--- src/rtl/wide_add_sequencer_pkg.sv ---
// Shared types and constants for the word-serial multi-precision adder.
package wide_add_pkg;

    localparam int unsigned WORD_W = 16;

    typedef enum logic [1:0] {
        IDLE = 2'd0,
        ADD  = 2'd1,
        DONE = 2'd2
    } state_t;

endpackage

--- src/rtl/wide_add_sequencer_if.sv ---
// Operand/result handshake bundle between the operand source and the sequencer.
interface wide_add_sequencer_if #(
    parameter int N_WORDS = 4
);
    localparam int W = 16 * N_WORDS;

    logic         Start;
    logic         Sub;
    logic [W-1:0] A;
    logic [W-1:0] B;
    logic [W-1:0] S;
    logic         C_out;
    logic         V;
    logic         Busy;
    logic         Done;

    modport master (
        output Start, Sub, A, B,
        input  S, C_out, V, Busy, Done
    );

    modport slave (
        input  Start, Sub, A, B,
        output S, C_out, V, Busy, Done
    );
endinterface

--- src/rtl/wide_add_sequencer_slice.sv ---
// 16-bit carry-ripple adder slice, the one arithmetic unit the sequencer reuses.
module carry_ripple_unit
    import wide_add_pkg::*;
(
    input  logic [WORD_W-1:0] a,
    input  logic [WORD_W-1:0] b,
    input  logic              c_in,
    output logic [WORD_W-1:0] sum,
    output logic              c_out
);
    // Bit-serial ripple of the carry from LSB to MSB.
    always_comb begin
        logic c;
        sum = '0;
        c   = c_in;
        for (int unsigned i = 0; i < WORD_W; i++) begin
            sum[i] = a[i] ^ b[i] ^ c;
            c      = (a[i] & b[i]) | (a[i] & c) | (b[i] & c);
        end
        c_out = c;
    end
endmodule

--- src/rtl/wide_add_sequencer.sv ---
// Multi-precision add/subtract: one 16-bit slice, one word per cycle LSW->MSW.
module wide_add_sequencer
    import wide_add_pkg::*;
#(
    parameter int N_WORDS = 4
) (
    input  logic               Clk,
    input  logic               Reset,
    wide_add_sequencer_if.slave bus
);
    localparam int W   = WORD_W * N_WORDS;
    localparam int K_W = (N_WORDS > 1) ? $clog2(N_WORDS) : 1;

    state_t         state, state_nx;
    logic [W-1:0]   a_sh, b_sh, acc, acc_nx;
    logic           carry;
    logic [K_W-1:0] k;
    logic [WORD_W-1:0] slice_sum;
    logic           slice_c;
    logic           last_word;

    carry_ripple_unit u_slice (
        .a     (a_sh[WORD_W-1:0]),
        .b     (b_sh[WORD_W-1:0]),
        .c_in  (carry),
        .sum   (slice_sum),
        .c_out (slice_c)
    );

    assign last_word = (k == K_W'(N_WORDS - 1));
    assign acc_nx    = {slice_sum, acc[W-1:WORD_W]};

    // State register.
    always_ff @(posedge Clk or posedge Reset) begin
        if (Reset) state <= IDLE;
        else       state <= state_nx;
    end

    // Next-state: Start is a held level, so DONE waits for its release.
    always_comb begin
        state_nx = state;
        case (state)
            IDLE:    if (bus.Start) state_nx = ADD;
            ADD:     if (last_word) state_nx = DONE;
            DONE:    if (!bus.Start) state_nx = IDLE;
            default: state_nx = IDLE;
        endcase
    end

    // Status outputs decoded from state.
    always_comb begin
        bus.Busy = (state == ADD);
        bus.Done = (state == DONE);
    end

    // Operand shifters, carry chain, accumulator and result registers.
    // At the last word a_sh/b_sh hold the top operand words, so their MSBs
    // are A[W-1] and Bx[W-1] for the overflow test.
    always_ff @(posedge Clk or posedge Reset) begin
        if (Reset) begin
            a_sh      <= '0;
            b_sh      <= '0;
            acc       <= '0;
            carry     <= 1'b0;
            k         <= '0;
            bus.S     <= '0;
            bus.C_out <= 1'b0;
            bus.V     <= 1'b0;
        end else begin
            case (state)
                IDLE: begin
                    if (bus.Start) begin
                        a_sh  <= bus.A;
                        b_sh  <= bus.B ^ {W{bus.Sub}};
                        carry <= bus.Sub;
                        k     <= '0;
                    end
                end
                ADD: begin
                    acc   <= acc_nx;
                    a_sh  <= a_sh >> WORD_W;
                    b_sh  <= b_sh >> WORD_W;
                    carry <= slice_c;
                    k     <= k + K_W'(1);
                    if (last_word) begin
                        bus.S     <= acc_nx;
                        bus.C_out <= slice_c;
                        bus.V     <= (a_sh[WORD_W-1] == b_sh[WORD_W-1]) &&
                                     (slice_sum[WORD_W-1] != a_sh[WORD_W-1]);
                    end
                end
                default: ;
            endcase
        end
    end
endmodule

--- src/flat_wrapper.sv ---
// flat-port wrapper written by rule: the top's interface ports become plain ports
module wide_add_sequencer_flat import wide_add_pkg::*;
#(
    parameter int N_WORDS = 4
)
  (Clk, Reset, bus_Start, bus_Sub, bus_A, bus_B, bus_S, bus_C_out, bus_V, bus_Busy, bus_Done);
  wide_add_sequencer_if #(.N_WORDS(N_WORDS)) bus_i ();
  input  logic Clk;
  input  logic Reset;
  input wire logic [$bits(bus_i.Start)-1:0] bus_Start;
  input wire logic [$bits(bus_i.Sub)-1:0] bus_Sub;
  input wire logic [$bits(bus_i.A)-1:0] bus_A;
  input wire logic [$bits(bus_i.B)-1:0] bus_B;
  output wire logic [$bits(bus_i.S)-1:0] bus_S;
  output wire logic [$bits(bus_i.C_out)-1:0] bus_C_out;
  output wire logic [$bits(bus_i.V)-1:0] bus_V;
  output wire logic [$bits(bus_i.Busy)-1:0] bus_Busy;
  output wire logic [$bits(bus_i.Done)-1:0] bus_Done;
  assign bus_i.Start = bus_Start;
  assign bus_i.Sub = bus_Sub;
  assign bus_i.A = bus_A;
  assign bus_i.B = bus_B;
  assign bus_S = bus_i.S;
  assign bus_C_out = bus_i.C_out;
  assign bus_V = bus_i.V;
  assign bus_Busy = bus_i.Busy;
  assign bus_Done = bus_i.Done;
  wide_add_sequencer #(.N_WORDS(N_WORDS)) u_core (.Clk(Clk), .Reset(Reset), .bus(bus_i));
endmodule
--- config.mk ---
export PLATFORM = sky130hd
export DESIGN_NAME = wide_add_sequencer_flat
export DESIGN_NICKNAME = d
export VERILOG_FILES = /design/src/rtl/wide_add_sequencer_pkg.sv /design/src/rtl/wide_add_sequencer_if.sv /design/src/rtl/wide_add_sequencer_slice.sv /design/src/rtl/wide_add_sequencer.sv /design/src/flat_wrapper.sv
export SDC_FILE = /design/constraint.sdc
export NUM_CORES = 1
export LEC_CHECK = 0
export CAP_MARGIN = 20
export CORE_ASPECT_RATIO = 1.75
export CORE_MARGIN = 4
export CORE_UTILIZATION = 55
export CTS_BUF_LIST = sky130_fd_sc_hd__clkbuf_4 sky130_fd_sc_hd__clkbuf_8
export DETAILED_ROUTE_END_ITERATION = 16
export PLACE_DENSITY = 0.83
export SLEW_MARGIN = 5
export SYNTH_ARGS = -nofsm -noshare
export SYNTH_HDL_FRONTEND = slang
export SYNTH_SLANG_ARGS = --single-unit
--- constraint.sdc ---
create_clock -name Clk -period 8.8 [get_ports Clk]
set_clock_uncertainty 0.2 [all_clocks]
set_input_delay 0.88 -clock Clk [delete_from_list [all_inputs] [get_ports Clk]]
set_output_delay 0.88 -clock Clk [all_outputs]
set_load 0.05 [all_outputs]
==> run summary, run 1 <==
switching pwr: 2.10 mW
Min Hold Slack: 279 ps
Final Cell Area: 13700 µm²
sequential share of power: 0.367
initial antenna violation count: 1
GPL Wtd Cong: 0.879
# hold bufs at CTS: 0
drt drc: 0
core area: 19700 µm²
sequential share of the synthesized area: 0.561
Starting Density: 0.558
metal2 WL: 13300 µm
# rows: 68
Max Clock Freq: 120 MHz
HP Class: reg2reg
HPWL Detailed: 16900 µm
synthesized instance count: 880
Internal Power: 3.18 mW
outcome: finished, final reports clean
clock network fraction of total power: 0.172
Tot GR Track Use: 0.220
port bufs: 199
Area growth syn-to-layout: 24.7%
leakage power: 6.10 nW
global route overflow: 0
Pre-antenna DRT Iters: 6
placed cell areas: 13000 µm²
Mapped Nets: 1030
Fin. Hold Viols: 0
met3 routed WL: 998 µm
WS Path Type: reg2reg
total negative setup slack: 0 ps
critical-path maximum fanout: 3
Multi-input gate area: 4380 µm²
ANT nets after route: 0
final core utilization: 0.696
Critical Path RT: 9020 ps
vias in the first global route: 7798
Final #Nets: 1207
Max Slew Vio Count: 0
largest net degree at the start of global routing: 115
top sig layer: met4
power per cell area: 384 nW/µm²
Clock Sinks: 247
fin crit share: 0.947
first-pass GRT wire length: 39600 µm
share of layout cells above drive strength 1: 0.207
Avg Inst Size Synth: 12.5 µm²
CTS H-tree depth: 2
Slew headroom: 0.338
CTS clk-pin slew, worst paths: 70 ps
root buf cell: clkbuf_8
Ports: 200
unrepaired setup endpoints after global routing: no
WL/cell: 18.5 µm
Slew @ Worst Pin: 993 ps
vias per inst: 5.54
die height: 195 µm
wl on met1: 9230 µm
Seq cells post-synth: 247
peak supply drop: 260 µV
Switching Share: 0.398
die area: 22400 µm²
register area: 6180 µm²
clock buffer depth: 3
Setup Fix Bufs, Post-CTS: 0
Combinational Power Share: 0.461
placed cell count: 1262
Final WS setup: 469 ps
final non-filler cell total: 1325
fillcell total: 1463
max_cap viols: 0
Resized Gates After CTS: 0
CP startpoint kind: register
Tmin final: 8330 ps
Final setup viols: 0
CTS tree: done
Arr. time, crit path: 8550 ps
dpl ws: 402 ps
Worst-Skew Late Latency: 510 ps
distinct cell type count after synthesis: 33
cell area after synthesis: 11000 µm²
Worst setup EP type: register
drt total wl: 24600 µm
Ys Warns: 0
Pwr Total: 5.28 mW
DR vias: 7343
DRT iter0 DRCs: 383
Die X: 115 µm
CTS buffer count: 36
[cell type report]
| class | count | share of cell area |
|---|---|---|
| flip-flops and latches | 247 | 0.450 |
| multi-input cells | 554 | 0.319 |
| repair buffers | 210 | 0.153 |
| clock buffers | 53 | 0.0495 |
| well taps | 245 | 0.0223 |
| clock inverters | 7 | 0.00291 |
| inverters | 8 | 0.00273 |
| diodes | 1 | 0.000182 |
[cells by family after synthesis]
family,count (synthesis),synth area share
AO/OA/AOI/OAI,190,0.119
XOR/XNOR,65,0.0517
adder cells (fa/ha/maj),18,0.0314
buffers and inverters,79,0.0426
flip-flops,247,0.561
multiplexers,108,0.110
AND/OR/NAND/NOR,173,0.0841
[metal layers]
metal,up-vias,track usage
li1,3456,-
met1,3612,0.258
met2,216,0.390
met3,59,0.0285
met4,0,0.104
met5,-,0
[power groups by stage]
stage / combinational (mW) / clock, mW / sequential, mW
6_report: 2.43 / 0.909 / 1.94
3_3_place_gp: 2.37 / 0 / 1.93
5_1_grt: 2.62 / 0.982 / 1.99
4_1_cts: 2.44 / 0.935 / 1.94
2_1_floorplan: 1.33 / 0 / 2.37
3_5_place_dp: 2.44 / 0 / 1.96
[worst max-delay path, stage by stage (launching register included)]
cell	delay (ps)
dfrtp_1	370
inv_1	80
fa_1	170
inv_1	60
fa_1	450
fa_1	470
fa_1	480
fa_1	460
fa_1	470
fa_1	460
fa_1	490
fa_1	470
fa_1	470
fa_1	470
fa_1	470
fa_1	460
fa_1	470
fa_1	440
inv_1	90
fa_1	430
xor2_1	160
o31ai_1	180
[sequential cells by signal (all words and copies together), names as in the netlist]
signal and cells:
u_core.a_sh 64, u_core.bus.V 1, u_core.carry 1, u_core.b_sh 64
u_core.k 2, u_core.state 2, u_core.bus.S 64, u_core.bus.C_out 1
u_core.acc 48
[synthesized netlist by cell type, drive strengths merged]
cell          instances  area share
xor2                  3      0.0024
inv                   8      0.0027
nor2                 51       0.017
dfrtp               247        0.56
o31ai                 1     0.00068
a22o                 17       0.014
o21bai                1     0.00068
fa                   16       0.029
buf                  41       0.022
a21oi                53       0.024
o21ai                67       0.030
nand2                67       0.023
mux2                108        0.11
or3b                  1     0.00080
nor3b                 2      0.0024
ha                    2      0.0023
o22ai                 2      0.0011
dlymetal6s2s          1      0.0011
clkbuf               29       0.016
a22oi                 2      0.0014
and3b                48       0.038
a221o                46       0.046
nor2b                 2      0.0011
nand3b                2      0.0014
o22a                  1     0.00080
xnor2                62       0.049
[cell usage in the layout (no fill, tap or decap), types with 3 or more instances in the layout]
master | synthesis | routed
xnor2_1 | 62 | 62
a221o_1 | 10 | 10
a221o_2 | 36 | 36
o21ai_0 | 57 | 57
clkinv_2 | 0 | 5
clkbuf_4 | 0 | 8
clkbuf_8 | 7 | 45
a21oi_1 | 53 | 53
buf_4 | 6 | 10
o21ai_1 | 10 | 10
a22o_1 | 17 | 17
xor2_1 | 3 | 3
nor2_1 | 51 | 51
mux2_2 | 108 | 108
fa_1 | 16 | 16
clkdlybuf4s50_1 | 0 | 198
nand2_1 | 67 | 67
and3b_1 | 48 | 48
inv_1 | 8 | 7
dfrtp_1 | 247 | 245
[worst paths after layout]
check	startpoint	to	slack [ps]	depth (start not counted)
min	u_core.b_sh[62]$_DFFE_PP0P_	u_core.b_sh[62]$_DFFE_PP0P_	280	2
min reg2reg	u_core.b_sh[62]$_DFFE_PP0P_	u_core.b_sh[62]$_DFFE_PP0P_	280	2
min in group asynchronous	Reset	u_core.bus.S[15]$_DFFE_PP0P_	710	2
max reg2reg	u_core.a_sh[0]$_DFFE_PP0P_	u_core.bus.V$_DFFE_PP0P_	470	21
max in group asynchronous	Reset	u_core.b_sh[37]$_DFFE_PP0P_	6500	3
max	u_core.a_sh[0]$_DFFE_PP0P_	u_core.bus.V$_DFFE_PP0P_	470	21
Note: power is estimated with default switching activity, not from simulation.
==> run 2, diff against run 1 <==
--- a/config.mk
+++ b/config.mk
@@ -8,11 +8,11 @@
 export CAP_MARGIN = 20
 export CORE_ASPECT_RATIO = 1.75
 export CORE_MARGIN = 4
-export CORE_UTILIZATION = 55
+export CORE_UTILIZATION = 36
 export CTS_BUF_LIST = sky130_fd_sc_hd__clkbuf_4 sky130_fd_sc_hd__clkbuf_8
 export DETAILED_ROUTE_END_ITERATION = 16
-export PLACE_DENSITY = 0.83
-export SLEW_MARGIN = 5
+export GPL_ROUTABILITY_DRIVEN = 0
+export SLEW_MARGIN = 10
 export SYNTH_ARGS = -nofsm -noshare
 export SYNTH_HDL_FRONTEND = slang
 export SYNTH_SLANG_ARGS = --single-unit
==> run summary, run 2 (synthesized netlist as in run 1, its figures left out) <==
Pre-antenna DRT Iters: 6 (unchanged)
Buf/Inv on CP: 3 (unchanged)
Slew @ Worst Pin: 1060 ps (+71.3 ps)
most frequent CP cell: fa_1
reg-to-reg slack, setup: 430 ps (-40 ps)
Max Clock Freq: 119 MHz (-0.47%)
Setup Fix Bufs, Post-CTS: 0 (unchanged)
CTS clk-pin slew, worst paths: 60 ps (about the same)
dpl ws: 335 ps (-67.6 ps)
vias per inst: 5.01 (-9.6%)
die height: 239 µm (+23%)
outcome: finished, final reports clean
die area: 33600 µm² (+50%)
DRT iter0 DRCs: 358 (-6.5%)
CTS H-tree depth: 2 (unchanged)
drt drc: 0 (unchanged)
Critical Path RT: 9040 ps (+20 ps)
CP top delay family: adder cells
placed cell count: 1405 (+11%)
peak supply drop: 211 µV (-19%)
commonest non-fill, non-tap cell in the layout: dfrtp_1
CTS tree: done
Final #Nets: 1208 (+0.083%)
reg2reg path depth: 21 (unchanged)
worst setup path start: u_core.carry$_DFFE_PP0P_
Worst setup EP type: register
core area: 30200 µm² (+53%)
worst r2r src: u_core.carry$_DFFE_PP0P_
Tot GR Track Use: 0.162 (-0.0574)
# rows: 84 (+24%)
Largest regs: u_core.a_sh x64, u_core.b_sh x64, u_core.bus.S x64
power per cell area: 384 nW/µm² (about the same)
HPWL Detailed: 18600 µm (+9.8%)
Worst Setup EP: u_core.bus.V$_DFFE_PP0P_
Critical Path Max Stage Delay: 490 ps (about the same)
DR vias: 7370 (+0.37%)
Clock Sinks: 247 (unchanged)
port bufs: 199 (unchanged)
leakage power: 6.13 nW (+0.45%)
Area growth syn-to-layout: 26.6%
largest net degree at the start of global routing: 135 (+17%)
Tmin final: 8370 ps (+39.2 ps)
CP startpoint kind: register
max_cap viols: 0 (unchanged)
HP Class: reg2reg
Slew headroom: 0.291 (-0.0476)
global route overflow: 0 (unchanged)
Worst-Skew Late Latency: 550 ps (+40 ps)
fin crit share: 0.951 (+0.00445)
CTS buffer count: 38 (+5.6%)
critical-path maximum fanout: 3 (unchanged)
WS Path Type: reg2reg
vias in the first global route: 7739 (-0.76%)
CP max stage cell: fa_1
most frequent cells in the layout: dfrtp_1 (245), clkdlybuf4s50_1 (197), mux2_2 (108)
placed cell areas: 13100 µm² (+1.4%)
ANT nets after route: 0 (unchanged)
first-pass GRT wire length: 43000 µm (+8.7%)
initial antenna violation count: 1 (unchanged)
Starting Density: 0.365 (-0.193)
share of layout cells above drive strength 1: 0.211 (+0.00478)
drt total wl: 27500 µm (+12%)
CP cell instances: inv_1 > fa_1 > inv_1 > fa_1 > fa_1 > fa_1 > fa_2 > fa_1 > fa_1 > fa_1 > fa_1 > fa_1 > fa_1 > fa_1 > fa_1 > fa_1 > fa_1 > inv_1 > fa_1 > xor2_1 > o31ai_1
Fin. Hold Viols: 0 (unchanged)
Final Cell Area: 13900 µm² (+1.5%)
Final WS setup: 430 ps (-39.2 ps)
Worst R2R End: u_core.bus.V$_DFFE_PP0P_
final non-filler cell total: 1471 (+11%)
total negative setup slack: 0 ps (unchanged)
final core utilization: 0.462 (-0.234)
Die X: 140 µm (+22%)
Max Slew Vio Count: 0 (unchanged)
root buf cell: clkbuf_8
Arr. time, crit path: 8610 ps (+60 ps)
Ports: 200 (unchanged)
unrepaired setup endpoints after global routing: no
clock buffer depth: 3 (unchanged)
Final setup viols: 0 (unchanged)
WL/cell: 18.7 µm (+0.91%)
total stage count of the critical path: 21 (unchanged)
==> run 2: cell types whose count changed in the layout (fill, tap and decap cells not counted), sizes merged <==
cell           change
clkinvlp           -2
clkdlybuf4s50      -1
clkinv             -1
clkbuf             +8
==> run 2: layer usage <==
layer | global-route usage | part of all wire | up-vias
met2 | 0.296 | 0.54 | 194
met1 | 0.185 | 0.38 | 3666
li1 | - | - | 3454
met3 | 0.0238 | 0.040 | 56
met4 | 0.0761 | 0.040 | 0
met5 | 0 | 0 | -
==> run 2: worst min path at each step <==
stage                                     start                     endpoint  slack [ps]  depth (start not counted)
detailed placement      u_core.k[0]$_DFFE_PP0P_      u_core.k[0]$_DFFE_PP0P_         270                          1
finish              u_core.a_sh[41]$_DFFE_PP0P_  u_core.a_sh[41]$_DFFE_PP0P_         280                          2
floorplan               u_core.k[0]$_DFFE_PP0P_      u_core.k[0]$_DFFE_PP0P_         250                          1
global route            u_core.k[0]$_DFFE_PP0P_      u_core.k[0]$_DFFE_PP0P_         300                          1
global placement        u_core.k[0]$_DFFE_PP0P_      u_core.k[0]$_DFFE_PP0P_         260                          1
CTS                     u_core.k[0]$_DFFE_PP0P_      u_core.k[0]$_DFFE_PP0P_         280                          1
==> run 2: metrics by stage <==
| stage | hold slack, ps | total power, mW |
|---|---|---|
| 2_1_floorplan | 246 | 3.70 |
| 3_3_place_gp | 261 | 4.37 |
| 3_5_place_dp | 266 | 4.44 |
| 4_1_cts | 282 | 5.45 |
| 5_1_grt | 302 | 5.70 |
| 6_report | 279 | 5.36 |
==> run 2: repair_timing <==
action | CTS | global route
hold buffers | 0 | 0
gates resized for setup | 0 | 1
setup endpoints to repair | 0 | 1
==> run 2: area by class of cell <==
type                       instances  area [µm²]
antenna                            1        2.50
clock buffer                      61         771
clock inverter                     4        20.0
fill                            2815       16200
inverter                           8        37.5
multi-input combinational        554        4380
sequential                       247        6180
tap                              387         484
timing repair buffer             209        2060
==> run 2: worst reg2reg max path: stages (launching register included) <==
cell,delay (ps)
dfrtp_1,370
inv_1,80
fa_1,170
inv_1,50
fa_1,450
fa_1,470
fa_1,490
fa_2,420
fa_1,450
fa_1,480
fa_1,470
fa_1,470
fa_1,470
fa_1,470
fa_1,470
fa_1,470
fa_1,470
fa_1,430
inv_1,90
fa_1,430
xor2_1,160
o31ai_1,200
==> run 2: report_power, final <==
| group | internal, mW | switching (mW) |
|---|---|---|
| combinational | 1.04 | 1.40 |
| clock | 0.552 | 0.433 |
| sequential | 1.63 | 0.301 |
| total | 3.22 | 2.13 |
